`src/rtl/card_regfile_ctl_rr.sv`:
```
// Card regfile control: round-robin arbitration of NUM_CH write channels onto the
// single regfile write port, plus a read-address driver with single-follow and range-scan modes.
module card_regfile_ctl_rr #(
  parameter int unsigned DATA_W  = 14,
  parameter int unsigned STATE_W = 2,
  parameter int unsigned ADDR_W  = 5,
  parameter int unsigned NUM_CH  = 2
) (
  input  logic                       clk,
  input  logic                       rst,
  input  logic [NUM_CH-1:0]          wr_valid,
  output logic [NUM_CH-1:0]          wr_ready,
  input  logic [NUM_CH-1:0]          wr_mode,
  input  logic [NUM_CH*ADDR_W-1:0]   wr_addr,
  input  logic [NUM_CH*DATA_W-1:0]   wr_data,
  output logic [1:0]                 regfile_w_enable,
  output logic [ADDR_W-1:0]          regfile_w_address,
  output logic [DATA_W-1:0]          regfile_w_data,
  input  logic [ADDR_W-1:0]          rd_one_addr,
  input  logic                       scan_start,
  input  logic [ADDR_W-1:0]          scan_first,
  input  logic [ADDR_W-1:0]          scan_last,
  output logic [ADDR_W-1:0]          regfile_r_address,
  output logic                       scan_valid,
  output logic                       scan_busy,
  output logic                       scan_done
);

  localparam int unsigned PTR_W = (NUM_CH > 1) ? $clog2(NUM_CH) : 1;

  typedef enum logic {IDLE, SCAN} state_e;

  logic [PTR_W-1:0]  ptr_q, ptr_d;
  logic [PTR_W-1:0]  gnt_idx, cand;
  logic              gnt_any;
  logic              g_mode;
  logic [ADDR_W-1:0] g_addr;
  logic [DATA_W-1:0] g_data;

  logic [1:0]        w_en_q, w_en_d;
  logic [ADDR_W-1:0] w_addr_q, w_addr_d;
  logic [DATA_W-1:0] w_data_q, w_data_d;

  state_e            state_q, state_d;
  logic [ADDR_W-1:0] r_addr_q, r_addr_d;
  logic [ADDR_W-1:0] last_q, last_d;
  logic              valid_q, valid_d;
  logic              busy_q, busy_d;
  logic              done_q, done_d;

  // Search upward from the pointer; the first valid channel wins the port.
  always_comb begin
    gnt_any  = 1'b0;
    gnt_idx  = '0;
    cand     = '0;
    wr_ready = '0;
    for (int unsigned i = 0; i < NUM_CH; i++) begin
      cand = PTR_W'((32'(ptr_q) + i) % NUM_CH);
      if (!gnt_any && wr_valid[cand]) begin
        gnt_any = 1'b1;
        gnt_idx = cand;
      end
    end
    if (gnt_any) wr_ready[gnt_idx] = 1'b1;
    ptr_d = gnt_any ? PTR_W'((32'(gnt_idx) + 32'd1) % NUM_CH) : ptr_q;
  end

  // Registered write port payload; state-only writes clear the upper data bits.
  always_comb begin
    g_mode   = wr_mode[gnt_idx];
    g_addr   = wr_addr[32'(gnt_idx)*ADDR_W +: ADDR_W];
    g_data   = wr_data[32'(gnt_idx)*DATA_W +: DATA_W];
    w_en_d   = 2'b00;
    w_addr_d = '0;
    w_data_d = '0;
    if (gnt_any) begin
      w_en_d   = {g_mode, ~g_mode};
      w_addr_d = g_addr;
      w_data_d = g_mode ? {{(DATA_W-STATE_W){1'b0}}, g_data[STATE_W-1:0]} : g_data;
    end
  end

  // Read address FSM: follow rd_one_addr in IDLE, walk first..last in SCAN.
  always_comb begin
    state_d  = state_q;
    r_addr_d = r_addr_q;
    last_d   = last_q;
    valid_d  = 1'b0;
    done_d   = 1'b0;
    case (state_q)
      IDLE: begin
        r_addr_d = rd_one_addr;
        if (scan_start) begin
          r_addr_d = scan_first;
          last_d   = (scan_last < scan_first) ? scan_first : scan_last;
          valid_d  = 1'b1;
          state_d  = SCAN;
        end
      end
      SCAN: begin
        if (r_addr_q == last_q) begin
          r_addr_d = rd_one_addr;
          done_d   = 1'b1;
          state_d  = IDLE;
        end else begin
          r_addr_d = r_addr_q + ADDR_W'(1);
          valid_d  = 1'b1;
        end
      end
      default: state_d = IDLE;
    endcase
    busy_d = (state_d == SCAN);
  end

  always_ff @(posedge clk) begin
    if (rst) begin
      ptr_q    <= '0;
      w_en_q   <= 2'b00;
      w_addr_q <= '0;
      w_data_q <= '0;
      state_q  <= IDLE;
      r_addr_q <= '0;
      last_q   <= '0;
      valid_q  <= 1'b0;
      busy_q   <= 1'b0;
      done_q   <= 1'b0;
    end else begin
      ptr_q    <= ptr_d;
      w_en_q   <= w_en_d;
      w_addr_q <= w_addr_d;
      w_data_q <= w_data_d;
      state_q  <= state_d;
      r_addr_q <= r_addr_d;
      last_q   <= last_d;
      valid_q  <= valid_d;
      busy_q   <= busy_d;
      done_q   <= done_d;
    end
  end

  assign regfile_w_enable  = w_en_q;
  assign regfile_w_address = w_addr_q;
  assign regfile_w_data    = w_data_q;
  assign regfile_r_address = r_addr_q;
  assign scan_valid        = valid_q;
  assign scan_busy         = busy_q;
  assign scan_done         = done_q;

endmodule

```
`config.mk`:
```
export PLATFORM = sky130hd
export DESIGN_NAME = card_regfile_ctl_rr
export DESIGN_NICKNAME = d
export VERILOG_FILES = /design/src/rtl/card_regfile_ctl_rr.sv
export SDC_FILE = /design/constraint.sdc
export NUM_CORES = 1
export LEC_CHECK = 0
export CORE_UTILIZATION = 35
export DETAILED_ROUTE_END_ITERATION = 8
export GPL_TIMING_DRIVEN = 0
export MAX_ROUTING_LAYER = met4
export PLACE_DENSITY = 0.74
export SYNTH_ARGS = -nofsm -noshare
export SYNTH_HDL_FRONTEND = slang
export SYNTH_SLANG_ARGS = --single-unit
```
`constraint.sdc`:
```
create_clock -name clk -period 2.18 [get_ports clk]
set_input_delay 0.436 -clock clk [delete_from_list [all_inputs] [get_ports clk]]
set_output_delay 0.436 -clock clk [all_outputs]
set_load 0.005 [all_outputs]
```
# Word-level counts from Yosys, hierarchy flattened
# Cells that the tools add are included.
[op_classes]
n_addsub = 3
multipliers = 2
order_cmp = 5
n_eq_ne = 1
shifts = 2
n_mux = 21
bitwise = 3
reduce_logical = 7
[ops]
columns = ["op", "count"]
rows = [
  ["$shiftx A28 B6 Y14", 1],
  ["$mux W5", 3],
  ["$mux W1", 14],
  ["$pmux W5 S2", 1],
  ["$shiftx A10 B5 Y5", 1],
  ["$mul A1 B3 Y4 const B", 2],
  ["$lt A1 B2 Y1 const B", 3],
  ["$add A5 B1 Y5 const B", 1],
  ["$eq A5 B5 Y1", 1],
  ["$lt A5 B5 Y1", 1],
  ["$reduce_or A2 Y1", 2],
  ["$not A1 Y1", 3],
  ["$reduce_or A3 Y1", 1],
  ["$add A1 B1 Y1 const B", 2],
  ["$logic_and A1 B1 Y1", 2],
  ["$mux W2", 1],
  ["$pmux W1 S2", 1],
  ["$reduce_and A2 Y1", 1],
  ["$demux W1 S1", 1],
  ["$ge A1 B1 Y1 const B", 1],
  ["$logic_not A1 Y1", 1],
]
[totals]
ff_bits = 34
input_bits = 60
output_inout_bits = 31
wordCells = 53

# Logic depth before layout (Yosys ltp)
[logic_depth]
depth_word = 11
ltp_mapped = 6
depth_no_buf = 6

# Least setup slack after synthesis
# No wires, ideal clock.
[synth_path]
path_kind = "input to register"
startpoint = "in scan_first[2]"
endpoint = "reg last_q[0]"
setup_time_ns = 0.136
arrival_time_ns = 1.404
required_time_ns = 2.044
setup_slack_ns = 0.641
path_stages = 6
n_path_buf = 0
cell_sequence = "inv_1 > ha_1 > a21oi_1 > o21ai_1 > a2111oi_0 > a211oi_1"
[synth_between]
elab_chain_cells = 2
[synth_rtl]
columns = ["element", "line_no", "text"]
rows = [
  ["from (decl)", "21", "input logic [ADDR_W-1:0] scan_first,"],
  ["$lt A5 B5 Y1", "95", "last_d = (scan_last < scan_first) ? scan_first : scan_last;"],
  ["$mux W5", "95", ""],
  ["to (signal assigned)", "134", "last_q <= last_d;"],
  ["to (decl)", "46", "logic [ADDR_W-1:0] last_q, last_d;"],
]
# No other way between the ends.
# A chain may end at the register's enable or synchronous reset.

# Final worst setup path
[layout_path]
startpoint = "in scan_first[2]"
endpoint = "reg last_q[3]"
# The elaborated chain is that of the path after synthesis.

==> run_results.csv <==
group,metric,value,unit
clocking,cts_made_buffers,5,
worst_setup_path,worst_path_dominant_cell_family,"compound AO/OA/AOI/OAI gates",
global_route,grt_overflow,0,
clocking,hold_buffers,0,
sta,setup_viol,0,
detailed_routing,viasPerCell,4.88,
sta,fmax,0.499,GHz
detailed_routing,antenna_left,0,
worst_setup_path,arrival,2150,ps
worst_setup_path,end_kind,"register",
detailed_routing,wirelength,4.63,mm
global_route,first_global_vias,1651,
detailed_routing,firstDrtPassIters,4,
global_route,groute.usage.overall,20.5,%
synthesis,synth_edf_count,0,
global_route,grtUsageMet3,4.33,%
worst_setup_path,worstPathRequired,2320,ps
sta,rsz0062_at_grt,"no",
clocking,clkSinkCount,34,
synthesis,synth.avg_cell_area,8.26,sq um
synthesis,synth_warnings,0,
worst_setup_path,r2r-start,"ptr_q",
run_status,status,"completed",
worst_setup_path,cpPeakStageDelay,550,ps
worst_setup_path,critPathBufInv,2,
clocking,clk_pin_slew,60,ps
power,ir_worst_vdd,0.000443,V
global_route,met2_usage,32.9,%
placed_design,place_hpwl,3.57,mm
worst_setup_path,r2r_slack,220,ps
worst_setup_path,cp-start-kind,"input port",
synthesis,synthFlopType,"dfxtp_1",
worst_setup_path,r2r_end,"regfile_w_data[5]",
global_route,grt_pass1_wl,7.87,mm
final_layout,insertedDiodeCount,0,
global_route,grt_max_degree,11,
power,p_per_area,587,mW/mm^2
min_path,hold_depth,2,
final_layout,design_area,0.00273,sq mm
synthesis,syn_nets,262,
synthesis,netlist_instances,197,
synthesis,netlist.area_leader.share,41.8,%
global_route,gr-usage-met1,25.1,%
sta,drv_slew,0,
sta,skew,3.91,ps
floorplanning,io_pins,91,
floorplanning,die_x,70.2,um
synthesis,synth.cell_area,0.00163,sq mm
final_layout,area_growth,67.8,%
floorplanning,initial_core_util,36.8,%
worst_setup_path,startpoint,"scan_first[2]",
detailed_routing,route.detailed.drc,0,
sta,period_needed,2000,ps
min_path,hold_path.startpoint,"ptr_q",
worst_setup_path,cp_cell_sequence,"clkdlybuf4s50_1 -> inv_1 -> ha_1 -> a21oi_1 -> o21ai_1 -> a2111oi_0 -> a211oi_1",
final_layout,layout-drive-gt1-share,8.64,%
synthesis,ys_seq_elements,34,
global_route,grt_antenna_before_repair,0,
floorplanning,core,0.00441,sq mm
synthesis,synth_most_common_cell,"nand2_1",
synthesis,async_flop_share,0,%
power,total_power,1.60,mW
clocking,clk_latency,280,ps
global_route,grt.busiest_layer,"met2",
floorplanning,die-area,0.00492,sq mm
synthesis,synth_cell_types,39,
synthesis,synth_area_leaders,"dfxtp_1, nand2_1, a21oi_1",
detailed_routing,via_count,1721,
detailed_routing,drt_iter0_markers,67,
min_path,holdPathEnd,"ptr_q",
synthesis,yosysSeqAreaShare,41.8,%
final_layout,nets,366,
placed_design,post_dp_cell_area,0.00259,sq mm
min_path,hp-class,"reg -> reg",
synthesis,ys_top_cells_by_count,"nand2_1, dfxtp_1, a21oi_1",
power,power_leakage,1.12,nW
worst_setup_path,reg2regPathDepth,11,
worst_setup_path,cp_max_fo,6,
sta,tightest_slew,664,ps
floorplanning,die_y,70.2,um
placed_design,place.gp.congestion,0.798,
sta,period_share,91.9,%
sta,max-slew-margin-rel,55.6,%
worst_setup_path,critPathSlowestCell,"clkdlybuf4s50_1",
clocking,cts_tree,"yes",
synthesis,synth_top_area_cell,"dfxtp_1",
detailed_routing,wire_per_inst,13.1,um
clocking,cts_root_buffer,"clkbuf_8",
sta,hold_violations,0,
worst_setup_path,critPathKind,"in -> reg",
flow_run,maxCapViolCount,0,
clocking,cts_max_level,2,
placed_design,io_buffers,90,
floorplanning,fp-row-count,24,
clocking,cts_max_path_buffers,2,
[cell families after synthesis]
group / after synthesis / share of synthesized area (%)
and+or+nand+nor: 74 / 20.5
AOI/OAI and AO/OA: 54 / 21.6
DFF: 34 / 41.8
buffers and inverters: 18 / 5.23
xor gates and xnor gates: 8 / 4.31
adders and majority gates: 5 / 3.85
muxes: 4 / 2.62
[how the worst max path moves through the flow]
stage / to / slack (ps) / cells after the start
6_report: last_q[3] / 180 / 7
5_1_grt: last_q[2] / 10 / 7
4_1_cts: last_q[4] / 140 / 7
3_5_place_dp: wr_ready[1] / -240 / 6
3_3_place_gp: wr_ready[1] / -200 / 6
2_1_floorplan: last_q[0] / 640 / 6
[power breakdown]
part	total, mW	leakage, nW	switching, mW	internal, mW
registers	0.700	0.280	0.0314	0.669
clock network	0.430	0.0383	0.211	0.220
logic	0.471	0.806	0.192	0.280
[worst register-to-register path, stage by stage (launching register included)]
cell and delay (ps):
dfxtp_1 320, nand2b_1 170, buf_4 140, buf_4 120, buf_4 120, buf_4 120, buf_4 120, buf_4 130
a32oi_1 160, or2_1 210, buf_6 180, a21oi_1 50
[state kept, by name (all words and copies together), names as in the netlist]
name and flops:
regfile_w_data 14, scan_done 1, regfile_w_enable 2, regfile_w_address 5, last_q 5, regfile_r_address 5
scan_busy 1, ptr_q 1
[area by class of cell]
type | instances | area (sq um)
well taps | 52 | 65.1
repair buffers | 97 | 951
plain buffers | 10 | 61.3
fillers | 415 | 1680
multi-input cells | 145 | 866
inverters | 8 | 30.0
flip-flops and latches | 34 | 681
clock buffers | 7 | 76.3
[metal layers]
metal  vias up  wire length [um]  part of all wire, %
li1        885                 -                    -
met1       785              2120                   46
met2        39              2270                   49
met3        12               129                  2.8
met4         0               117                  2.5
met5         -                 0                    0
[through the flow]
step	TNS, ps	hold WS, ps	setup WS [ps]	utilization (%)	cells
CTS	0	504	139	61.8	353
finish	0	500	176	61.8	353
global placement	-590	472	-204	58.7	339
detailed placement	-728	495	-238	58.7	339
global route	0	530	13.3	61.8	353
floorplan	0	458	641	-	197
[placed cells by master, fill, tap and decap left out, types with 2 or more instances in the layout]
cell type / netlist / layout
nand3_1: 3 / 3
a211oi_1: 5 / 5
clkbuf_1: 3 / 5
buf_2: 5 / 4
a31o_1: 2 / 2
mux2_2: 2 / 2
buf_4: 1 / 8
nor2b_1: 4 / 4
ha_1: 5 / 5
mux2i_1: 2 / 2
a21o_1: 2 / 2
and2_1: 2 / 2
nand2b_1: 2 / 2
o21ai_0: 2 / 2
dlygate4sd2_1: 0 / 2
inv_1: 8 / 7
nor3_1: 2 / 2
xor2_1: 3 / 3
a2111oi_1: 0 / 2
o21bai_1: 6 / 6
dfxtp_1: 34 / 34
clkdlybuf4s50_1: 0 / 88
xnor2_1: 5 / 5
or3_1: 2 / 2
nand2_1: 47 / 46
buf_6: 1 / 2
nor2_1: 7 / 7
a2111oi_0: 5 / 3
a21oi_1: 24 / 24
clkbuf_8: 0 / 5
[timing repair]
item,in CTS,in global routing
gates resized for setup,6,2
setup buffers,7,0
setup endpoints to repair,1,2
pin swaps,0,0
(Power assumes the default switching activity.)
